File: config.mk
export PLATFORM = sky130hd
export DESIGN_NAME = mem_port_arbiter
export DESIGN_NICKNAME = d
export VERILOG_FILES = /design/src/rtl/mem_port_arbiter.sv
export SDC_FILE = /design/constraint.sdc
export NUM_CORES = 1
export LEC_CHECK = 0
export ABC_AREA = 1
export BUFFER_PORTS_ARGS = -buffer_cell sky130_fd_sc_hd__buf_2
export CAP_MARGIN = 40
export CORE_ASPECT_RATIO = 1.2
export CORE_MARGIN = 2
export CORE_UTILIZATION = 35
export CTS_CLUSTER_DIAMETER = 40
export CTS_CLUSTER_SIZE = 40
export DETAILED_ROUTE_END_ITERATION = 16
export MAX_ROUTING_LAYER = met4
export PLACE_DENSITY = 0.63
export SLEW_MARGIN = 30
export SYNTH_ARGS = -nofsm -noshare
export SYNTH_HDL_FRONTEND = slang
export SYNTH_SLANG_ARGS = --single-unit
File: constraint.sdc
create_clock -name clk -period 1.5 [get_ports clk]
set_input_delay 0.15 -clock clk [delete_from_list [all_inputs] [get_ports clk]]
set_output_delay 0.15 -clock clk [all_outputs]
set_load 0.005 [all_outputs]
File: src/rtl/mem_port_arbiter.sv
// mem_port_arbiter
// Shares one memory port between the multi-cycle CPU (cpu_*) and a DMA/debug
// master (dma_*). Each transaction runs IDLE -> ACCESS -> DONE: the winner's
// operands are latched on the grant, held on mem_* while memory works, and
// DONE returns a one-cycle ready pulse to the winner together with its data.
//
// Ports:
//   clk, reset         rising-edge clock, synchronous active-high reset
//   cpu_req/we/addr/wdata   CPU request and operands (held until cpu_ready)
//   cpu_rdata/cpu_ready     CPU read data (held) and completion pulse
//   dma_*                   same set for the DMA port
//   mem_en/we/addr/wdata    memory strobe and latched operands
//   mem_rdata, mem_ack      memory read data and completion
//   owner                   current or last grant (0 = cpu, 1 = dma)
//   timeout_err             error pulse, coincident with ready
//
// Optional feature: define MEM_ARB_TIMEOUT_EN to bound ACCESS at TIMEOUT
// cycles without mem_ack; the stalled access then completes with all-ones
// data and a timeout_err pulse.

module mem_port_arbiter #(
    parameter int ADDR_W  = 32,
    parameter int DATA_W  = 32,
    parameter int TIMEOUT = 15
) (
    input  logic              clk,
    input  logic              reset,
    input  logic              cpu_req,
    input  logic              cpu_we,
    input  logic [ADDR_W-1:0] cpu_addr,
    input  logic [DATA_W-1:0] cpu_wdata,
    output logic [DATA_W-1:0] cpu_rdata,
    output logic              cpu_ready,
    input  logic              dma_req,
    input  logic              dma_we,
    input  logic [ADDR_W-1:0] dma_addr,
    input  logic [DATA_W-1:0] dma_wdata,
    output logic [DATA_W-1:0] dma_rdata,
    output logic              dma_ready,
    output logic              mem_en,
    output logic              mem_we,
    output logic [ADDR_W-1:0] mem_addr,
    output logic [DATA_W-1:0] mem_wdata,
    input  logic [DATA_W-1:0] mem_rdata,
    input  logic              mem_ack,
    output logic              owner,
    output logic              timeout_err
);

    typedef enum logic [1:0] {
        IDLE,
        ACCESS,
        DONE
    } state_t;

    state_t state;
    state_t next_state;

    logic last_owner;
    logic we_reg;
    logic grant;
    logic winner;
    logic timeout_hit;

    // Round-robin pick: a lone requester always wins; on a tie the port that
    // was not served last goes next, so neither master can starve the other.
    always_comb begin
        grant  = cpu_req | dma_req;
        winner = 1'b0;
        if (cpu_req && dma_req) begin
            winner = ~last_owner;
        end else if (dma_req) begin
            winner = 1'b1;
        end
    end

`ifdef MEM_ARB_TIMEOUT_EN
    localparam int CNT_W = (TIMEOUT < 2) ? 1 : $clog2(TIMEOUT + 1);
    localparam logic [CNT_W-1:0] LAST_CNT = CNT_W'(TIMEOUT - 1);

    logic [CNT_W-1:0] wait_cnt;
    logic             err_flag;

    // wait_cnt holds the number of ack-less ACCESS cycles already finished,
    // so the current cycle is the TIMEOUT-th one when it equals TIMEOUT-1.
    // An ack arriving in that very cycle still completes normally.
    assign timeout_hit = (state == ACCESS) && !mem_ack && (wait_cnt == LAST_CNT);

    // The counter restarts on every grant and only advances while memory has
    // not answered; err_flag marks a DONE that was reached by timing out.
    always_ff @(posedge clk) begin
        if (reset) begin
            wait_cnt <= '0;
            err_flag <= 1'b0;
        end else begin
            case (state)
                IDLE: begin
                    wait_cnt <= '0;
                    err_flag <= 1'b0;
                end
                ACCESS: begin
                    if (!mem_ack) begin
                        wait_cnt <= wait_cnt + 1'b1;
                    end
                    err_flag <= timeout_hit;
                end
                default: begin
                    err_flag <= 1'b0;
                end
            endcase
        end
    end

    assign timeout_err = (state == DONE) && err_flag;
`else
    logic unused_timeout;

    assign unused_timeout = ^TIMEOUT;
    assign timeout_hit    = 1'b0;
    assign timeout_err    = 1'b0;
`endif

    // State register; reset abandons any transaction in flight.
    always_ff @(posedge clk) begin
        if (reset) begin
            state <= IDLE;
        end else begin
            state <= next_state;
        end
    end

    // Next-state logic. mem_ack only matters in ACCESS, and DONE always lasts
    // exactly one cycle so the ready pulse cannot stretch.
    always_comb begin
        next_state = state;
        case (state)
            IDLE: begin
                if (grant) begin
                    next_state = ACCESS;
                end
            end
            ACCESS: begin
                if (mem_ack || timeout_hit) begin
                    next_state = DONE;
                end
            end
            DONE: begin
                next_state = IDLE;
            end
            default: begin
                next_state = IDLE;
            end
        endcase
    end

    // Datapath registers. Operands are captured once at the grant so the
    // memory sees stable values even if the requester misbehaves; the
    // winner's rdata is written on completion (for writes as well) and the
    // other port's rdata is never touched.
    always_ff @(posedge clk) begin
        if (reset) begin
            owner      <= 1'b0;
            last_owner <= 1'b1;
            we_reg     <= 1'b0;
            mem_addr   <= '0;
            mem_wdata  <= '0;
            cpu_rdata  <= '0;
            dma_rdata  <= '0;
        end else begin
            case (state)
                IDLE: begin
                    if (grant) begin
                        owner     <= winner;
                        we_reg    <= winner ? dma_we    : cpu_we;
                        mem_addr  <= winner ? dma_addr  : cpu_addr;
                        mem_wdata <= winner ? dma_wdata : cpu_wdata;
                    end
                end
                ACCESS: begin
                    if (mem_ack || timeout_hit) begin
                        last_owner <= owner;
                        if (owner) begin
                            dma_rdata <= mem_ack ? mem_rdata : '1;
                        end else begin
                            cpu_rdata <= mem_ack ? mem_rdata : '1;
                        end
                    end
                end
                default: begin
                end
            endcase
        end
    end

    // Strobes are pure state decodes: mem_we is forced low outside ACCESS,
    // and only the owning port sees the DONE pulse.
    assign mem_en    = (state == ACCESS);
    assign mem_we    = mem_en & we_reg;
    assign cpu_ready = (state == DONE) && !owner;
    assign dma_ready = (state == DONE) && owner;

endmodule

==> metrics.txt <==
# TYPE chip_impl_metric gauge
chip_impl_metric{name="power.density_cell_area",unit="nW/um^2"} 1080
chip_impl_metric{name="synth_area_per_cell",unit="um^2"} 5.89
chip_impl_metric{name="layout.area.seq",unit="um^2"} 2670
chip_impl_metric{name="initial_core_util",unit="%"} 35.4
chip_impl_metric{name="fin_crit_sh",unit="%"} 94.1
chip_impl_metric{name="netSwitchingPower",unit="W"} 0.00292
chip_impl_metric{name="synth-xor-area-share",unit="%"} 0
chip_impl_metric{name="drtAntennaViolNets",unit=""} 0
chip_impl_metric{name="maxSlewHeadroom",unit="%"} 66.7
chip_impl_metric{name="portBuffers",unit=""} 299
chip_impl_metric{name="h-tree-depth",unit=""} 4
chip_impl_metric{name="power.share.switching",unit="%"} 28.9
chip_impl_metric{name="drt-total-wl",unit="mm"} 19.5
chip_impl_metric{name="drc",unit=""} 0
chip_impl_metric{name="synthDistinctLibCells",unit=""} 19
chip_impl_metric{name="layout.nets",unit=""} 1607
chip_impl_info{name="min-delay-path-class",value="in2reg"} 1
chip_impl_metric{name="max-vdd-ir-drop",unit="mV"} 0.670
chip_impl_metric{name="cts_sinks",unit=""} 133
chip_impl_metric{name="p_clk_share",unit="%"} 39.7
chip_impl_metric{name="grtUsageTotal",unit="%"} 19.8
chip_impl_metric{name="die_area",unit="um^2"} 20100
chip_impl_metric{name="ys.warnings.count",unit=""} 0
chip_impl_metric{name="initialDrtViolationCount",unit=""} 299
chip_impl_metric{name="clock_tree.buffer_depth",unit=""} 2
chip_impl_metric{name="post_route_cells_drive_above_1_share",unit="%"} 25.3
chip_impl_metric{name="finalHoldViolCount",unit=""} 0
chip_impl_metric{name="wl_cell",unit="um"} 11.4
chip_impl_metric{name="critPathArrivalTime",unit="ns"} 1.26
chip_impl_metric{name="clock_transition_at_path_regs",unit="ns"} 0.06
chip_impl_metric{name="maxCapViolCount",unit=""} 0
chip_impl_metric{name="preCtsSetupSlack",unit="ns"} 0.111
chip_impl_metric{name="detailroute.via_count",unit=""} 7135
chip_impl_info{name="cts.root.buffer_cell",value="clkbuf_16"} 1
chip_impl_metric{name="setup_viol_count_final",unit=""} 0
chip_impl_metric{name="synth.cell_area",unit="um^2"} 6660
chip_impl_metric{name="timing.final.ws_setup",unit="ns"} 0.0878
chip_impl_metric{name="fp-row-count",unit=""} 55
chip_impl_metric{name="clock_latency",unit="ns"} 0.41
chip_impl_metric{name="ys_seq_area_share",unit="%"} 40.0
chip_impl_metric{name="fillerInstances",unit=""} 1941
chip_impl_metric{name="core_area",unit="um^2"} 18800
chip_impl_metric{name="floorplan.io_pins",unit=""} 301
chip_impl_metric{name="areaGrowthSynthToFinish",unit="%"} 40.7
chip_impl_metric{name="synth-adder-area-share",unit="%"} 0
chip_impl_metric{name="fin_crit",unit="ns"} 1.41
chip_impl_metric{name="synth.net_count",unit=""} 1297
chip_impl_metric{name="chipHeight",unit="um"} 155
chip_impl_metric{name="final_cells",unit=""} 1709
chip_impl_info{name="cp-start-kind",value="flop"} 1
chip_impl_metric{name="cts-buffers-inserted",unit=""} 17
chip_impl_metric{name="antenna_found_initial",unit=""} 1
chip_impl_metric{name="grt_pass1_vias",unit=""} 6590
chip_impl_metric{name="proportion_of_power_drawn_by_flip_flops_and_latches",unit="%"} 39.6
chip_impl_metric{name="number_of_cells_produced_by_synthesis",unit=""} 1130
chip_impl_info{name="combinational_family_with_the_most_area_after_synthesis",value="simple AND/OR/NAND/NOR gates"} 1
chip_impl_metric{name="synth_simple_gate_area_share",unit="%"} 42.7
chip_impl_metric{name="place_hpwl",unit="mm"} 13.8
chip_impl_metric{name="dr.pass1.iters",unit=""} 4
chip_impl_metric{name="comb_power_share",unit="%"} 20.7
chip_impl_metric{name="critical_path_required",unit="ns"} 1.35
chip_impl_metric{name="postSynthRegisterBits",unit=""} 133
chip_impl_metric{name="fmax",unit="GHz"} 0.708
chip_impl_metric{name="total_leakage_power",unit="nW"} 5.65
chip_impl_metric{name="global_route_wire_length_before_repair",unit="mm"} 30.8
chip_impl_metric{name="layout.core_utilization",unit="%"} 49.9
chip_impl_metric{name="multiInputGateArea",unit="um^2"} 2910
chip_impl_metric{name="gp_congestion",unit=""} 0.811
chip_impl_info{name="worstSetupPathType",value="reg2out"} 1
chip_impl_metric{name="intPower",unit="W"} 0.00717
chip_impl_info{name="tritoncts_clock_tree",value="built"} 1
chip_impl_metric{name="synth-compound-area-share",unit="%"} 0.282
chip_impl_info{name="worstSetupEndpointType",value="output port"} 1
chip_impl_info{name="setup_repair_after_global_routing_missed_its_margin",value="true"} 1
chip_impl_metric{name="grt_start_max_net_pins",unit=""} 66
chip_impl_metric{name="post-place-cells",unit=""} 1643
chip_impl_info{name="status",value="finished, final reports clean"} 1
chip_impl_metric{name="critical_path.max_fanout",unit=""} 17
chip_impl_metric{name="multiplexer_share_of_the_synthesized_area",unit="%"} 0
chip_impl_metric{name="worst-slew-pin-transition",unit="ns"} 0.498
chip_impl_metric{name="final_max_slew_viol_count",unit=""} 0
chip_impl_metric{name="final.setup_skew",unit="ns"} 0.00720
chip_impl_metric{name="cts.repair_timing.setup_buffer_count",unit=""} 0
chip_impl_metric{name="chipWidth",unit="um"} 130
chip_impl_metric{name="average_vias_per_placed_instance",unit=""} 4.17
chip_impl_metric{name="leftover_overflow_at_the_end_of_global_routing",unit=""} 0
[synth_stat cells]
library cell,number,share of area [%]
buf_6,10,1.7
nand3_1,2,0.15
nor3_1,3,0.23
nor2_1,328,18
nand2_1,363,20
nor2_4,1,0.17
o21ai_2,1,0.13
inv_1,195,11
nor2_2,1,0.094
conb_1,1,0.056
clkinv_1,2,0.11
nand4_1,33,3.1
dfxtp_1,133,40
buf_2,24,1.8
a21oi_1,2,0.15
clkbuf_1,10,0.56
inv_2,2,0.11
buf_1,8,0.45
buf_4,11,1.2
[cell usage in the layout (no fill, tap or decap), types with 2 or more instances in the layout]
| cell | synthesis | final |
|---|---|---|
| nand2_1 | 363 | 362 |
| nor2_1 | 328 | 323 |
| buf_2 | 24 | 299 |
| inv_1 | 195 | 195 |
| dfxtp_1 | 133 | 131 |
| nand4_1 | 33 | 33 |
| dlygate4sd3_1 | 0 | 33 |
| clkbuf_16 | 0 | 17 |
| buf_12 | 0 | 11 |
| buf_4 | 11 | 10 |
| nor2_2 | 1 | 4 |
| clkinvlp_4 | 0 | 4 |
| nor2_4 | 1 | 3 |
| clkinv_2 | 0 | 3 |
| clkbuf_8 | 0 | 3 |
| inv_2 | 2 | 2 |
| nor3_1 | 3 | 2 |
| nand3_1 | 2 | 2 |
| a21oi_1 | 2 | 2 |
| inv_6 | 0 | 2 |
[through the flow]
step / cell area [um^2] / hold slack, ns / TNS (ns) / power (W)
floorplan: 6660 / 0.219 / 0 / 0.00524
global placement: 8410 / 0.393 / 0 / 0.00605
detailed placement: 8410 / 0.398 / 0 / 0.00607
CTS: 9350 / 0.00574 / 0 / 0.0102
global route: 9370 / 0.0421 / -0.0173 / 0.0107
finish: 9370 / 0.0314 / 0 / 0.0101
[repair_timing]
action / in CTS / in global routing
hold endpoints to repair: 34 / 0
hold buffers: 33 / 0
resized for setup: 2 / 7
setup endpoints to repair: 2 / 4
cloned: 1 / 0
[cells by family (layout without fill, tap and decap cells)]
family / count (synthesis) / after routing
buffers and inverters: 262 / 584
other: 1 / 2
flip-flops: 133 / 133
AO/OA/AOI/OAI: 3 / 3
AND/OR/NAND/NOR: 731 / 731
[worst max-delay path, stage by stage (launching register included)]
cell and delay, ns:
dfxtp_4 0.38, inv_2 0.06, nor2_4 0.12, buf_12 0.17
buf_2 0.12
[power by group through the flow]
stage / combinational (W) / sequential (W) / clock, W
finish: 0.00209 / 0.00400 / 0.00401
global route: 0.00239 / 0.00403 / 0.00430
CTS: 0.00210 / 0.00400 / 0.00414
detailed placement: 0.00200 / 0.00407 / 0
global placement: 0.00199 / 0.00407 / 0
floorplan: 0.00115 / 0.00409 / 0
[per-layer routing]
| layer | up-vias | part of all wire [%] | global-route usage, % |
|---|---|---|---|
| li1 | 3854 | - | - |
| met1 | 3015 | 45 | 22.7 |
| met2 | 237 | 47 | 33.3 |
| met3 | 29 | 6.8 | 5.33 |
| met4 | 0 | 1.7 | 7.07 |
| met5 | - | 0 | - |
[final timing paths]
path                                     from             to  slack, ns  depth (start not counted)
worst max-delay path                 state[0]         mem_en       0.09                          4
worst min-delay path             cpu_addr[11]   mem_addr[11]       0.03                          5
worst max register to register       state[1]   mem_wdata[0]       0.12                          7
worst min register to register  cpu_rdata[29]  cpu_rdata[29]       0.47                          2
[area by class of cell]
type | instances | share of cell area, %
inverter | 199 | 8.00
sequential | 133 | 28.5
timing repair buffer | 354 | 23.0
tap | 256 | 3.42
antenna | 1 | 0.0267
clock inverter | 11 | 1.08
multi-input combinational | 735 | 31.0
clock buffer | 20 | 4.98
No activity file was read; power rests on OpenSTA's default activity.
